### src/rtl/timer_irq_if.sv
// Register-window bus between the system bridge and the timer interrupt source.
// The master drives select/strobe/data; the slave returns read data and the level irq.
interface timer_irq_if;
  logic [1:0]  addr;
  logic        we;
  logic [31:0] din;
  logic [31:0] dout;
  logic        irq;

  modport master (output addr, we, din, input dout, irq);
  modport slave  (input addr, we, din, output dout, irq);
endinterface

### src/rtl/timer_irq_source.sv
// Programmable down-counting timer with 8-bit prescaler, one-shot/auto-reload modes,
// and a software-cleared pending flag that drives a level interrupt request.
module timer_irq_source (
  input  logic         clk,
  input  logic         rst,
  timer_irq_if.slave   bus
);

  localparam logic [1:0] ADDR_CTRL   = 2'd0;
  localparam logic [1:0] ADDR_PRESET = 2'd1;
  localparam logic [1:0] ADDR_COUNT  = 2'd2;
  localparam logic [1:0] ADDR_STATUS = 2'd3;

  typedef enum logic [1:0] {IDLE, LOAD, CNT, INT} state_t;

  state_t      state;
  logic        en;
  logic [1:0]  mode;
  logic        im;
  logic [7:0]  psc;
  logic [31:0] preset;
  logic [31:0] count;
  logic [7:0]  psc_cnt;
  logic        pend;

  logic wr_ctrl, wr_preset, wr_status;

  assign wr_ctrl   = bus.we && (bus.addr == ADDR_CTRL);
  assign wr_preset = bus.we && (bus.addr == ADDR_PRESET);
  assign wr_status = bus.we && (bus.addr == ADDR_STATUS);

  // Reserved MODE encodings fall back to one-shot.
  logic auto_reload;
  assign auto_reload = (mode == 2'b01);

  always_ff @(posedge clk or posedge rst) begin
    if (rst) begin
      state   <= IDLE;
      en      <= 1'b0;
      mode    <= 2'b00;
      im      <= 1'b0;
      psc     <= 8'd0;
      preset  <= 32'd0;
      count   <= 32'd0;
      psc_cnt <= 8'd0;
      pend    <= 1'b0;
    end else begin
      // NOTE: non-blocking assignments to the same register later in this block
      // override earlier ones, which is how the simultaneous-event priorities are
      // expressed: the terminal-count set follows the STATUS clear, and the CTRL
      // write follows the one-shot EN auto-clear.
      if (wr_status && bus.din[0]) pend <= 1'b0;
      if (wr_preset) preset <= bus.din;

      case (state)
        IDLE: if (en) state <= LOAD;
        LOAD: begin
          count   <= preset;
          psc_cnt <= 8'd0;
          state   <= CNT;
        end
        CNT: begin
          if (!en) begin
            state <= IDLE;
          end else if (psc_cnt == psc) begin
            psc_cnt <= 8'd0;
            if (count > 32'd1) begin
              count <= count - 32'd1;
            end else begin
              count <= 32'd0;
              pend  <= 1'b1;
              state <= INT;
            end
          end else begin
            psc_cnt <= psc_cnt + 8'd1;
          end
        end
        INT: begin
          if (auto_reload) begin
            state <= LOAD;
          end else begin
            en    <= 1'b0;
            state <= IDLE;
          end
        end
        default: state <= IDLE;
      endcase

      if (wr_ctrl) begin
        en   <= bus.din[0];
        mode <= bus.din[2:1];
        im   <= bus.din[3];
        psc  <= bus.din[15:8];
      end
    end
  end

  always_comb begin
    bus.dout = 32'd0;
    case (bus.addr)
      ADDR_CTRL:   bus.dout = {16'd0, psc, 4'd0, im, mode, en};
      ADDR_PRESET: bus.dout = preset;
      ADDR_COUNT:  bus.dout = count;
      ADDR_STATUS: bus.dout = {31'd0, pend};
      default:     bus.dout = 32'd0;
    endcase
  end

  assign bus.irq = pend & im;

endmodule

### src/flat_wrapper.sv
// flat-port wrapper written by rule: the top's interface ports become plain ports
module timer_irq_source_flat 
  (clk, rst, bus_addr, bus_we, bus_din, bus_dout, bus_irq);
  timer_irq_if bus_i ();
  input  logic clk;
  input  logic rst;
  input wire logic [$bits(bus_i.addr)-1:0] bus_addr;
  input wire logic [$bits(bus_i.we)-1:0] bus_we;
  input wire logic [$bits(bus_i.din)-1:0] bus_din;
  output wire logic [$bits(bus_i.dout)-1:0] bus_dout;
  output wire logic [$bits(bus_i.irq)-1:0] bus_irq;
  assign bus_i.addr = bus_addr;
  assign bus_i.we = bus_we;
  assign bus_i.din = bus_din;
  assign bus_dout = bus_i.dout;
  assign bus_irq = bus_i.irq;
  timer_irq_source u_core (.clk(clk), .rst(rst), .bus(bus_i));
endmodule
### config.mk
export PLATFORM = sky130hd
export DESIGN_NAME = timer_irq_source_flat
export DESIGN_NICKNAME = d
export VERILOG_FILES = /design/src/rtl/timer_irq_if.sv /design/src/rtl/timer_irq_source.sv /design/src/flat_wrapper.sv
export SDC_FILE = /design/constraint.sdc
export NUM_CORES = 1
export LEC_CHECK = 0
export CORE_MARGIN = 2
export CORE_UTILIZATION = 23
export DETAILED_ROUTE_END_ITERATION = 8
export HOLD_SLACK_MARGIN = 0.06
export RECOVER_POWER = 50
export SYNTH_ARGS = -nofsm -noshare
export SYNTH_HDL_FRONTEND = slang
export SYNTH_SLANG_ARGS = --single-unit
### constraint.sdc
create_clock -name clk -period 9.9 [get_ports clk]
set_clock_uncertainty 0.05 [all_clocks]
set_input_delay 2.97 -clock clk [delete_from_list [all_inputs] [get_ports clk]]
set_output_delay 2.97 -clock clk [all_outputs]
set_load 0.02 [all_outputs]
==> flow_summary.ini, run 1 <==
[run_status]
status = finished with violations
violations = max-capacitance violations, max-slew violations

[finish]
nNetsFinal = 608
layout-area-overhead-vs-synth_pct = 24.5
antennaDiodeCount = 0
final-instance-count-excl-fill = 847
final_layout_size_suffix_gt1_share_pct = 12.2

[floorplan]
io-pin-count = 70
rows = 54
die_area_sq_um = 23300
die_w_um = 153
die_y_um = 153
core_sq_um = 21800
start_util_pct = 23.3

[cts]
cts_sinks = 87
cts_setup_buffers = 0
path_clk_slew_ns = 0.06
post_cts_resized = 0
cts-htree-levels = 3
hold_buffers = 0
worstSkewPairLatency_ns = 0.34
cts_tree = yes
clockBufferDepth = 2
cts_buffers = 9
cts_root_buf = clkbuf_16

[sta]
worst_slack_ns = 1.13
hold_viol = 0
finalCritPeriodShare_pct = 88.6
slew_violations = 123
worst_slew_pin_slew_ns = 3.08
grt_setup_unrepaired = false
timing.fmax_ghz = 0.114
fin_crit_ns = 8.77
whs_ns = 0.488
finalSetupViolations = 0
setup_tns_ns = 0
relSlewSlack_pct = -105

[global_route]
grt_overflow = 0
grt_max_degree = 55
grt_pass1_vias = 4249
grt_usage_pct = 13.3
grt_pass1_wl_um = 24800
antenna_found_initial = 0

[detailed_routing]
ant_nets = 0
vias = 4456
wl_per_cell_um = 18.3
viasPerCell = 5.26
drt_wl_total_um = 15500
firstDrtPassIters = 5
dr.first_iter.drc_count = 347
drcViolationCount = 0

[place]
portBuffers = 69
routabilityCongestion = 0.841
pre_cts_ws_ns = 1.35
dp_cells = 833
dp_hpwl_um = 11000

[job]
drv_cap = 4

[logic_synthesis]
syn-num-nets = 558
yosysSeqAreaShare_pct = 42.9
ys_ff_latch = 87
avgSynthCellArea_sq_um = 9.88
synthArstFlopShare_pct = 100
ys_warn_count = 0
synthFlopType = dfrtp_1
synth_edf_count = 0
synth.area.top_cells = dfrtp_1 (43%), mux2_2 (9.5%), a22o_1 (6.9%)
synthCells = 514
yosysTopAreaCellShare_pct = 42.9
post-synth-top-area-cell = dfrtp_1
netlist-cell-type-count = 58
synth_area_sq_um = 5080

[min_path]
min-delay-path-class = reg2reg
holdPathStages = 1
min-delay-start = u_core.preset[30]

[pwr]
p_total_mw = 1.69
ir_drop_mv = 0.108
p_leak_nw = 2.44
power.density_nw_per_um2 = 268

[setup_path]
r2r_start = u_core.state[0]
path_max_fanout = 18
criticalPathCategory = in2out
cp.arrival_ns = 5.75
rr_worst_depth = 6
end_kind = primary output
crit_path_start_kind = primary input
worstPathRequired_ns = 6.88
setup.worst_path.start = bus_addr[1]
-- final cells by class --
type	count	area, sq um
fillers	2316	15400
multi-input cells	372	2650
flip-flops and latches	87	2180
repair buffers	79	751
well taps	280	350
clock buffers	10	239
clock inverters	4	95.1
inverters	15	57.6
-- power breakdown --
| group | switching [mW] | internal (mW) |
|---|---|---|
| Clock | 0.139 | 0.250 |
| Sequential | 0.157 | 0.465 |
| Combinational | 0.386 | 0.297 |
| Total | 0.683 | 1.01 |
-- logic make-up after synthesis --
group	share of synthesized area (%)
fa+ha+maj	1.73
xor+xnor	1.38
flops	42.9
buf+inv	4.34
simple gates	15.8
compound gates	21.3
mux	12.5
-- stage by stage --
step / util (%) / area (sq um)
floorplan: - / 5080
global placement: 27.8 / 6040
detailed placement: 27.8 / 6040
CTS: 29.3 / 6380
global route: 29.0 / 6320
finish: 29.0 / 6320
-- layer usage --
layer,up-vias,global-route usage (%),wire (um)
met4,0,3.17,189
met2,180,18.9,6590
li1,2059,-,-
met1,2199,20.3,7770
met5,-,0,0
met3,18,2.99,987
-- synth_stat cells (all sizes together) (3+ instances only) --
library cell	count
o2bb2ai	9
a32oi	6
mux2i	13
and2	4
nor3	17
nand4	4
a32o	4
or3	6
a22oi	5
o21ai	47
dfrtp	87
xor2	8
or4	11
nor2	24
buf	9
and3	3
nand3	17
a31oi	7
a41oi	3
a21oi	5
ha	7
a22o	40
nand2	37
o31ai	3
mux2	43
clkbuf	31
nor4	14
o41ai	3
inv	15
nor2b	8
-- worst paths after layout --
check	to	slack, ns
max reg2reg	u_core.count[31]	5.42
min reg2reg	u_core.preset[30]	0.49
max	bus_dout[18]	1.13
min	u_core.preset[30]	0.49
max in group asynchronous	u_core.preset[0]	2.90
min in group asynchronous	u_core.preset[4]	3.39
-- sequential cells by signal (all words and copies together), names as in the netlist --
| register | flops |
|---|---|
| u_core.state | 2 |
| u_core.psc_cnt | 8 |
| u_core.preset | 32 |
| u_core.pend | 1 |
| u_core.en | 1 |
| u_core.psc | 8 |
| u_core.im | 1 |
| u_core.mode | 2 |
| u_core.count | 32 |
-- layout by cell type (no fill, tap or decap), types with 2 or more instances in the layout --
cell / instances
o31ai_1: 3
a32o_1: 4
clkbuf_1: 4
nand2_1: 37
clkdlybuf4s50_1: 68
inv_1: 14
nand3_1: 17
nand4_1: 4
o2bb2ai_1: 9
a31oi_1: 7
nor2_1: 24
o41ai_1: 3
and3_1: 3
o22ai_1: 2
nand2b_1: 2
o21ai_1: 10
a22oi_1: 5
o211ai_1: 2
a21oi_1: 5
nor2b_1: 7
buf_4: 6
clkbuf_16: 9
o21ai_0: 37
and2_1: 3
dfrtp_1: 87
a211oi_1: 2
mux2_2: 43
mux2i_1: 13
bufinv_16: 3
or4_1: 11
or3_1: 6
nor4_1: 14
a32oi_1: 6
nor3_1: 17
xor2_1: 8
ha_1: 7
a41oi_1: 3
a22o_1: 40
-- worst max-delay path, cell delays in order --
cell             delay [ns]
clkdlybuf4s50_1        0.40
clkbuf_1               0.42
nor2b_2                0.81
buf_4                  0.34
a22o_1                 0.19
clkdlybuf4s50_1        0.61
Power figures use the tool's default switching activity.
==> run 2: changes to the inputs <==
- ABC_CLOCK_PERIOD_IN_PS: not set -> 9900
- CTS_CLUSTER_DIAMETER: not set -> 80
- SETUP_SLACK_MARGIN: not set -> 0.1
==> results of run 2 <==
Final layout, timing and power as in run 1 (identical DEF).
==> run 3: changes to the inputs <==
- CORE_MARGIN: 2 -> not set
- GPL_TIMING_DRIVEN: not set -> 0
- MAX_ROUTING_LAYER: not set -> met4
==> run 3 against run 2 <==
The run still ends with max-capacitance violations, max-slew violations left. Utilization up 0.68 points. Register-to-register slack better by 0.58 ns. Routed wire length up 7.5%. Non-clock buffer count up 30. First-iteration DRC count up 32%. Worst setup slack better by 0.25 ns. Via count up 1.2%.
==> flow_summary.ini, run 3 (same netlist as run 1, synthesis figures left out) <==
[run_status]
status = finished with violations
violations = max-capacitance violations, max-slew violations

[detailed_routing]
firstDrtPassIters = 5
vias = 4510
drt_wl_total_um = 16700
wl_per_cell_um = 19.1
viasPerCell = 5.16
dr.first_iter.drc_count = 459
drcViolationCount = 0
ant_nets = 0

[cts]
cts_buffers = 9
path_clk_slew_ns = 0.07
cts_sinks = 87
cts_tree = yes
hold_buffers = 0
worstSkewPairLatency_ns = 0.36
cts-htree-levels = 3
clockBufferDepth = 2
post_cts_resized = 0
cts_root_buf = clkbuf_16
cts_setup_buffers = 0

[setup_path]
rr_worst_depth = 6
max_stage_delay_ns = 0.67
end_kind = primary output
path_max_fanout = 10
ff2ff_setup_slack_ns = 6.00
crit_slowest_cell = clkdlybuf4s50_1
critPathBufInv = 4
r2r_start = u_core.count[19]
setup.worst_path.start = bus_addr[0]
crit_path_start_kind = primary input
cpLargestDelayFamily = buffers and inverters
criticalPathCategory = in2out
path_cells = clkdlybuf4s50_1 > nor2b_1 > clkbuf_1 > clkbuf_1 > nand2_1 > o21ai_0 > clkdlybuf4s50_1
cp.arrival_ns = 5.50
worst-path-stages = 7
rr_endpoint = u_core.state[0]
worstPathRequired_ns = 6.88
worstSetupEndpoint = bus_dout[14]

[pwr]
p_leak_nw = 2.43
internal_power_mw = 0.952
power.net_switching_mw = 0.727
p_total_mw = 1.68
power.density_nw_per_um2 = 264
combPwrFrac_pct = 44.5
seqPwrFrac_pct = 35.2
clkPwrFrac_pct = 20.3
swShare_pct = 43.3
ir_drop_mv = 0.0933

[floorplan]
io-pin-count = 70
rows = 53
die_area_sq_um = 22700
core_sq_um = 21400
die_w_um = 151
die_y_um = 151
start_util_pct = 23.8

[global_route]
grtUsageMet1_pct = 21.0
antenna_found_initial = 0
met2_usage_pct = 23.3
grt_overflow = 0
grt_pass1_vias = 4439
top_usage_layer = met2
grt_usage_pct = 15.8
grt_pass1_wl_um = 25900
gr-usage-met3_pct = 3.58
grt_max_degree = 60

[finish]
layout-area-overhead-vs-synth_pct = 25.0
fin_util_pct = 29.7
final_common_cell = dfrtp_1
reg_top3 = u_core.count x32, u_core.preset x32
antennaDiodeCount = 0
final-instance-count-excl-fill = 874
final_layout_size_suffix_gt1_share_pct = 10.9
nNetsFinal = 638
layout_common_cells = dfrtp_1 (87), clkdlybuf4s50_1 (67), o21ai_0 (44)
fillerInstances = 2273

[place]
routabilityCongestion = 0.943
portBuffers = 68
dp_hpwl_um = 12200
dp_cells = 858

[sta]
slew_violations = 68
worst_slew_pin_slew_ns = 3.24
timing.fmax_ghz = 0.117
finalCritPeriodShare_pct = 86.1
setup_tns_ns = 0
fin_crit_ns = 8.52
finalSetupViolations = 0
hold_viol = 0
relSlewSlack_pct = -116
grt_setup_unrepaired = false

[job]
drv_cap = 2

[min_path]
min-delay-path-class = reg2reg
[run 3: cell count changes in the layout (fill, tap and decap cells not counted), sizes merged]
cell / delta
bufinv: -3
clkbuf: +31
clkdlybuf4s50: -1
clkinv: +1
clkinvlp: +1
inv: +3
[run 3: final cells by class]
type	instances	area (sq um)	share of cell area, %
timing repair buffer	69	684	10.8
buffer	40	151	2.39
tap	275	344	5.42
clock buffer	10	239	3.77
inverter	15	57.6	0.907
clock inverter	6	51.3	0.808
sequential	87	2180	34.3
multi-input combinational	372	2640	41.6
[run 3: worst min-delay path by stage]
| stage | depth (start not counted) | to | slack, ns | startpoint |
|---|---|---|---|---|
| after CTS | 1 | u_core.preset[18] | 0.49 | u_core.preset[18] |
| after detailed placement | 1 | u_core.preset[18] | 0.47 | u_core.preset[18] |
| final | 1 | u_core.preset[18] | 0.49 | u_core.preset[18] |
| after global routing | 1 | u_core.preset[0] | 0.51 | u_core.preset[0] |
| after floorplan | 2 | u_core.pend | 0.40 | u_core.pend |
| after global placement | 1 | u_core.im | 0.46 | u_core.im |
[run 3: layer usage]
metal	vias to the layer above	wire length, um
li1	2114	-
met1	2219	7700
met2	149	7490
met3	28	1070
met4	0	443
met5	-	0
[run 3: power by group through the flow]
stage | sequential [mW] | clock [mW] | combinational, mW
5_1_grt | 0.606 | 0.361 | 0.817
2_1_floorplan | 0.548 | 0 | 0.528
4_1_cts | 0.588 | 0.346 | 0.757
3_5_place_dp | 0.594 | 0 | 0.754
3_3_place_gp | 0.591 | 0 | 0.750
6_report | 0.591 | 0.341 | 0.746
[run 3: metrics by stage]
step	worst slack [ns]	hold slack, ns	area [sq um]
after floorplan	2.57	0.400	5080
after detailed placement	1.36	0.473	6130
final	1.38	0.486	6350
after CTS	1.36	0.489	6420
after global placement	1.37	0.461	6100
after global routing	1.20	0.509	6350
